## src/rtl/execute_stage.sv

```systemverilog
// Execute stage: 1-cycle ALU/address/branch ops; iterative 32-step shift-add MUL when EXECUTE_MUL_EN is defined.
// Backpressure: combinational stall holds upstream while a MUL is in flight; m_* carries bubbles meanwhile.
module execute_stage (
  input  logic        clock,
  input  logic        reset,
  input  logic [31:0] x_pc,
  input  logic [6:0]  x_opcode,
  input  logic [4:0]  x_dst_reg,
  input  logic [14:0] x_mem_offset,
  input  logic [14:0] x_brn_offset,
  input  logic [19:0] x_jmp_offset,
  input  logic [31:0] x_read_data_1,
  input  logic [31:0] x_read_data_2,
  input  logic        x_mem_read,
  input  logic        x_mem_write,
  input  logic        x_mem_byte,
  input  logic        x_reg_write,
  input  logic        x_mem_to_reg,
  input  logic        flush,
  output logic        stall,
  output logic [31:0] m_alu_result,
  output logic [31:0] m_write_data,
  output logic [4:0]  m_dst_reg,
  output logic        m_mem_read,
  output logic        m_mem_write,
  output logic        m_mem_byte,
  output logic        m_reg_write,
  output logic        m_mem_to_reg,
  output logic        m_branch_taken,
  output logic [31:0] m_branch_target
);
  localparam logic [6:0] OP_ADD  = 7'h00;
  localparam logic [6:0] OP_SUB  = 7'h01;
  localparam logic [6:0] OP_MUL  = 7'h02;
  localparam logic [6:0] OP_LDB  = 7'h10;
  localparam logic [6:0] OP_LDW  = 7'h11;
  localparam logic [6:0] OP_STB  = 7'h12;
  localparam logic [6:0] OP_STW  = 7'h13;
  localparam logic [6:0] OP_BEQ  = 7'h30;
  localparam logic [6:0] OP_JUMP = 7'h31;

  logic        stall_int;
  logic        mul_done;
  logic [31:0] mul_result;

`ifdef EXECUTE_MUL_EN
  typedef enum logic {IDLE, BUSY} state_t;
  state_t      state_q, state_d;
  logic [4:0]  cnt_q, cnt_d;
  logic [31:0] mcand_q, mcand_d;
  logic [31:0] mplier_q, mplier_d;
  logic [31:0] acc_q, acc_d;

  always_comb begin
    state_d    = state_q;
    cnt_d      = cnt_q;
    mcand_d    = mcand_q;
    mplier_d   = mplier_q;
    acc_d      = acc_q;
    stall_int  = 1'b0;
    mul_done   = 1'b0;
    mul_result = acc_q + (mplier_q[0] ? mcand_q : 32'd0);
    case (state_q)
      IDLE: begin
        if (x_opcode == OP_MUL && !flush) begin
          stall_int = 1'b1;
          state_d   = BUSY;
          cnt_d     = 5'd0;
          mcand_d   = x_read_data_1;
          mplier_d  = x_read_data_2;
          acc_d     = 32'd0;
        end
      end
      BUSY: begin
        stall_int = (cnt_q != 5'd31);
        if (flush) begin
          state_d = IDLE;
          cnt_d   = 5'd0;
          acc_d   = 32'd0;
        end else begin
          // Step 32 folds into the output register instead of acc_q.
          acc_d    = mul_result;
          mcand_d  = mcand_q << 1;
          mplier_d = mplier_q >> 1;
          cnt_d    = cnt_q + 5'd1;
          if (cnt_q == 5'd31) begin
            state_d  = IDLE;
            cnt_d    = 5'd0;
            mul_done = 1'b1;
          end
        end
      end
      default: state_d = IDLE;
    endcase
  end

  always_ff @(posedge clock) begin
    if (!reset) begin
      state_q  <= IDLE;
      cnt_q    <= 5'd0;
      mcand_q  <= 32'd0;
      mplier_q <= 32'd0;
      acc_q    <= 32'd0;
    end else begin
      state_q  <= state_d;
      cnt_q    <= cnt_d;
      mcand_q  <= mcand_d;
      mplier_q <= mplier_d;
      acc_q    <= acc_d;
    end
  end
`else
  assign stall_int  = 1'b0;
  assign mul_done   = 1'b0;
  assign mul_result = 32'd0;
`endif

  assign stall = reset & stall_int;

  logic [31:0] alu_d;
  logic [31:0] target_d;
  logic        taken_d;
  logic        valid_op;
  logic        bubble;

  always_comb begin
    alu_d    = 32'd0;
    taken_d  = 1'b0;
    valid_op = 1'b1;
    target_d = x_pc + {{17{x_brn_offset[14]}}, x_brn_offset};
    case (x_opcode)
      OP_ADD:  alu_d = x_read_data_1 + x_read_data_2;
      OP_SUB:  alu_d = x_read_data_1 - x_read_data_2;
      OP_LDB, OP_LDW, OP_STB, OP_STW:
               alu_d = x_read_data_1 + {{17{x_mem_offset[14]}}, x_mem_offset};
      OP_BEQ:  taken_d = (x_read_data_1 == x_read_data_2);
      OP_JUMP: begin
        taken_d  = 1'b1;
        target_d = x_pc + {{12{x_jmp_offset[19]}}, x_jmp_offset};
      end
      OP_MUL: begin
        if (mul_done) alu_d = mul_result;
        else          valid_op = 1'b0;
      end
      default: valid_op = 1'b0;
    endcase
    bubble = !valid_op || flush || stall_int;
  end

  always_ff @(posedge clock) begin
    if (!reset) begin
      m_alu_result    <= 32'd0;
      m_write_data    <= 32'd0;
      m_dst_reg       <= 5'd0;
      m_mem_read      <= 1'b0;
      m_mem_write     <= 1'b0;
      m_mem_byte      <= 1'b0;
      m_reg_write     <= 1'b0;
      m_mem_to_reg    <= 1'b0;
      m_branch_taken  <= 1'b0;
      m_branch_target <= 32'd0;
    end else begin
      m_alu_result    <= alu_d;
      m_write_data    <= x_read_data_2;
      m_dst_reg       <= x_dst_reg;
      m_mem_read      <= !bubble && x_mem_read;
      m_mem_write     <= !bubble && x_mem_write;
      m_mem_byte      <= !bubble && x_mem_byte;
      m_reg_write     <= !bubble && x_reg_write;
      m_mem_to_reg    <= !bubble && x_mem_to_reg;
      m_branch_taken  <= !bubble && taken_d;
      m_branch_target <= target_d;
    end
  end
endmodule

```

## config.mk

```make
export PLATFORM = sky130hd
export DESIGN_NAME = execute_stage
export DESIGN_NICKNAME = d
export VERILOG_FILES = /design/src/rtl/execute_stage.sv
export SDC_FILE = /design/constraint.sdc
export NUM_CORES = 1
export LEC_CHECK = 0
export CORE_UTILIZATION = 40
export CTS_BUF_LIST = sky130_fd_sc_hd__clkbuf_8
export DETAILED_ROUTE_END_ITERATION = 16
export PLACE_DENSITY = 0.73
export SKIP_LAST_GASP = 1
export SLEW_MARGIN = 20
export SYNTH_ARGS = -nofsm -noshare
export SYNTH_HDL_FRONTEND = slang
export SYNTH_SLANG_ARGS = --single-unit
export TNS_END_PERCENT = 20
```

## constraint.sdc

```tcl
create_clock -name clock -period 3.9 [get_ports clock]
set_input_delay 0.585 -clock clock [delete_from_list [all_inputs] [get_ports clock]]
set_output_delay 0.585 -clock clock [all_outputs]
set_load 0.01 [all_outputs]
```

# Yosys cells after proc, flatten, opt, wreduce, memory -nomap -nowiden
# Index checks and enable logic that the tools add are counted.
# op_classes
add_sub_neg	5
n_eq_ne	8
mux	4
reduce_logical	12
# ops
op	count
32-bit adder	4
32-bit case mux with 3 select lines	1
32-bit equality test	1
32-bit 2-to-1 mux	1
32-bit subtractor	1
7-bit by 5-bit equality test with 1-bit output (second input constant)	4
7-bit by 6-bit equality test with 1-bit output (second input constant)	2
8-bit OR reduction	1
7-bit by 1-bit equality test with 1-bit output (second input constant)	1
7-bit zero test	1
1-bit logical AND	6
4-bit OR reduction	1
1-bit zero test	2
1-bit case mux with 2 select lines	1
1-bit logical OR	1
1-bit 2-to-1 mux	1
# word_totals
regBits	107
inputBits	166
elab_cells	39

# Logic depth before layout (Yosys ltp)
# logic_depth
ltp_word	7
depth_mapped	18

# Worst setup path after synthesis
# No wires, ideal clock.
# synth_timing
path_kind	input to register
startpoint	input x_opcode[1]
endpoint	register m_branch_target[31]
arrival_ns	3.785
path_slack_ns	-0.022
cell_stages	17
path_cell_list	nor4_4 > nand2_1 > nor2_1 > clkbuf_1 > clkbuf_1 > nand2_1 > nand2_1 > ha_1 > a211oi_1 > nor2_1 > o31ai_1 > nand3_2 > a41oi_4 > o2111ai_2 > nand3_1 > mux2i_1 > o2111ai_1
# synth_between
elab_chain_cells	2
# synth_lines
element	line_no	source
start: declaration	7	input logic [6:0] x_opcode,
7-bit by 6-bit equality test with 1-bit output	131	case (x_opcode)
32-bit 2-to-1 mux	131	
end signal: assignment	172	m_branch_target <= target_d;
end: declaration	30	output logic [31:0] m_branch_target
# No other way between the ends.
# A chain may end at the register's enable or synchronous reset.

# Worst setup path after layout
# layout_timing
startpoint	input x_opcode[5]
endpoint	register m_alu_result[30]
# layout_between
elab_chain_cells	3
elab_cells_between_ends	8
classes_between	eq/ne (5); mux (1); reduce/logical (2)
# layout_lines
element	line_no	source
7-bit by 5-bit equality test with 1-bit output	131	
4-bit OR reduction	-	
32-bit case mux with 3 select lines *	131	
end signal: assignment	163	m_alu_result <= alu_d;
end: declaration	21	output logic [31:0] m_alu_result,
# Every way passes the cells marked *; elsewhere a longest branch is shown, timed or not.

==> results_dict.tcl <==
set metrics [dict create \
    wl_per_cell_um 18.2 \
    cts_made_buffers 9 \
    status "completed" \
    grt_pass1_vias 9271 \
    synth_cells 1064 \
    post-route-period-util_pct 98.7 \
    drc_errors 0 \
    p_per_area_mw_per_mm2 274 \
    final_common_cell "clkdlybuf4s50_1" \
    port_buffers 272 \
    synth_mux_area_share_pct 1.92 \
    slowest_stage "clkdlybuf4s50_1" \
    die_h_um 150 \
    start_kind "input pin" \
    arrival_ns 4.14 \
    die_w_um 150 \
    antenna_found_initial 1 \
    maxCapViolations 0 \
    hold_end "m_alu_result[5]" \
    p_leak_nw 6.14 \
    overflow 0 \
    ys_async_sr_fraction_pct 0 \
    grt_pass1_wl_um 48300 \
    gp_congestion 0.967 \
    syn_area_mm2 0.00875 \
    wl_um 32200 \
    antenna_left 0 \
    first_pass_iters 5 \
    num_vias 9600 \
    tritoncts "done" \
    coreArea_mm2 0.0212 \
    critPathKind "input pin to register" \
    synth_top_family_by_area "compound AO/OA/AOI/OAI gates" \
    grtUsageMet2_pct 49.1 \
    critPathRequiredTime_ns 4.19 \
    setup-violations-final 0 \
    mostFrequentLayoutCells "267 x clkdlybuf4s50_1, 178 x buf_4, 107 x dfxtp_1, 95 x nand2_1, 91 x ha_1" \
    synthAdderAreaFrac_pct 14.8 \
    synth_edf_count 0 \
    path_cells "clkdlybuf4s50_1 > nand3b_1 > buf_12 > buf_6 > mux2_2 > ha_1 > and3_4 > nand3_2 > buf_4 > o2111ai_4 > a31oi_4 > a21oi_4 > a31oi_4 > buf_4 > o31ai_4 > xnor2_1 > o22ai_1" \
    maxSlewViolCount 0 \
    met3_usage_pct 5.03 \
    top_regs "m_alu_result: 32 flops, m_branch_target: 32 flops, m_write_data: 32 flops" \
    grt_max_degree 33 \
    synth_xor_area_share_pct 8.11 \
    rsz0062_at_grt "true" \
    synth_fp_nets 1332 \
    clk_pin_slew_ns 0.13 \
    layout_min_cycle_time_ns 3.85 \
    drt_iter0_markers 658 \
    synth-compound-area-share_pct 27.2 \
    critPathBufInv 5 \
    holdPathStages 2 \
    top_usage_layer "met2" \
    hold_viol 0 \
    peakVddDrop_mv 0.158 \
    critical_path.max_stage_delay_ns 0.52 \
    worst_slew_pin_slew_ns 1.13 \
    grt_usage_pct 27.8 \
    h-tree-depth 3 \
    layout.nets 1759 \
    stdcell_count 1772 \
    yosys.area_share.simple_pct 19.0 \
    start_util_pct 41.2 \
    timing.fmax_mhz 260 \
    max_slew_margin_pct 24.9 \
    place_hpwl_um 25800 \
    hp-class "input pin to register" \
    placementRows 53 \
    yosys_warnings 0 \
    syn_to_final_growth_pct 55.1 \
    min_from "reset" \
    dp.cells 1747 \
    cts_buffer_depth 2 \
    ys_types 86 \
    ctsRootBufferMaster "clkbuf_8" \
    cp-end-kind "register" \
    gr-usage-met1_pct 33.7 \
    io-pin-count 274 \
    vias_per_cell 5.42 \
    layout-drive-gt1-share_pct 19.7 \
    avgSynthCellArea_um2 8.22 \
    die_area_mm2 0.0225 \
    synth-seq-cells 107 \
    synth_flop_cell "dfxtp_1" \
    final.setup.tns_ns 0 \
    worstPathMaxFanout 9 \
    yosysSeqAreaShare_pct 24.5 \
    crit_family "buffers and inverters" \
    cts_sinks 107 \
]
## layout make-up
cell class	instances	area, um2
Fill cell	1822	7650
Inverter	56	210
Clock buffer	9	124
Tap cell	275	344
Clock inverter	7	105
Timing Repair Buffer	456	4160
Antenna cell	1	2.50
Sequential cell	107	2140
Multi-Input combinational cell	861	6480
## metal layers
| metal | routed length, um | up-vias |
|---|---|---|
| met5 | 0 | - |
| li1 | - | 4671 |
| met2 | 15600 | 398 |
| met4 | 873 | 0 |
| met3 | 2270 | 63 |
| met1 | 13500 | 4468 |
## per-stage QoR
step | setup WS, ns | hold slack [ns] | instance area, um2 | power (mW) | utilization, %
3_3_place_gp | -0.611 | 1.13 | 13000 | 2.84 | 61.2
3_5_place_dp | -0.615 | 1.13 | 13000 | 2.85 | 61.2
6_report | 0.0509 | 0.700 | 13600 | 3.72 | 63.9
2_1_floorplan | 0.0574 | 0.707 | 8750 | 2.10 | -
5_1_grt | -0.0806 | 0.710 | 13600 | 3.91 | 63.9
4_1_cts | -0.0140 | 0.689 | 13400 | 3.70 | 62.9
## cell families (layout without fill, tap and decap cells)
logic type	Yosys count	count (layout)
AO/OA/AOI/OAI	330	330
XOR/XNOR	81	81
adder cells (fa/ha/maj)	102	102
buffers and inverters	96	528
flip-flops	107	107
multiplexers	15	15
other	1	2
AND/OR/NAND/NOR	332	332
## report_power, final
| part | total [mW] | switching (mW) | internal (mW) |
|---|---|---|---|
| Combinational | 1.73 | 0.825 | 0.902 |
| Clock | 0.811 | 0.490 | 0.321 |
| Sequential | 1.18 | 0.0192 | 1.16 |
| Total | 3.72 | 1.33 | 2.39 |
## worst max-delay path by stage
| stage | startpoint | endpoint | depth (start not counted) |
|---|---|---|---|
| after CTS | x_opcode[2] | m_branch_target[28] | 17 |
| after floorplan | x_opcode[1] | m_branch_target[31] | 17 |
| after global placement | x_opcode[6] | m_alu_result[31] | 18 |
| after global routing | x_opcode[5] | m_alu_result[29] | 15 |
| final | x_opcode[5] | m_alu_result[30] | 17 |
| after detailed placement | x_opcode[6] | m_alu_result[31] | 18 |
## cell usage after synthesis, types with 5 or more instances
| cell | number | area, um2 |
|---|---|---|
| nand2_1 | 101 | 379 |
| o211ai_1 | 7 | 52.6 |
| a21oi_2 | 5 | 43.8 |
| ha_1 | 99 | 1240 |
| xnor2_1 | 45 | 394 |
| inv_1 | 56 | 210 |
| o22ai_1 | 23 | 144 |
| mux2_2 | 14 | 158 |
| or3_1 | 9 | 56.3 |
| a211oi_1 | 9 | 67.6 |
| o21ai_1 | 5 | 25.0 |
| and2_1 | 48 | 300 |
| nand4_1 | 16 | 100 |
| nand3_1 | 14 | 70.1 |
| o21a_1 | 11 | 82.6 |
| o31ai_1 | 5 | 37.5 |
| and3_1 | 8 | 50.1 |
| a31oi_1 | 9 | 56.3 |
| nor3_1 | 10 | 50.1 |
| a21oi_1 | 82 | 410 |
| a21o_1 | 75 | 563 |
| o21ai_0 | 39 | 195 |
| nor2b_1 | 13 | 81.3 |
| o21bai_1 | 6 | 45.0 |
| buf_2 | 5 | 25.0 |
| dfxtp_1 | 107 | 2140 |
| xor2_1 | 36 | 315 |
| nor4_1 | 6 | 37.5 |
| nor2_1 | 80 | 300 |
| clkbuf_1 | 32 | 120 |
## what timing repair did
action	CTS	global route
buffers inserted	3	5
setup endpoints to repair	15	26
hold buffers	0	0
pin swaps	18	29
gates resized for setup	27	35
No activity file was read; power rests on OpenSTA's default activity.
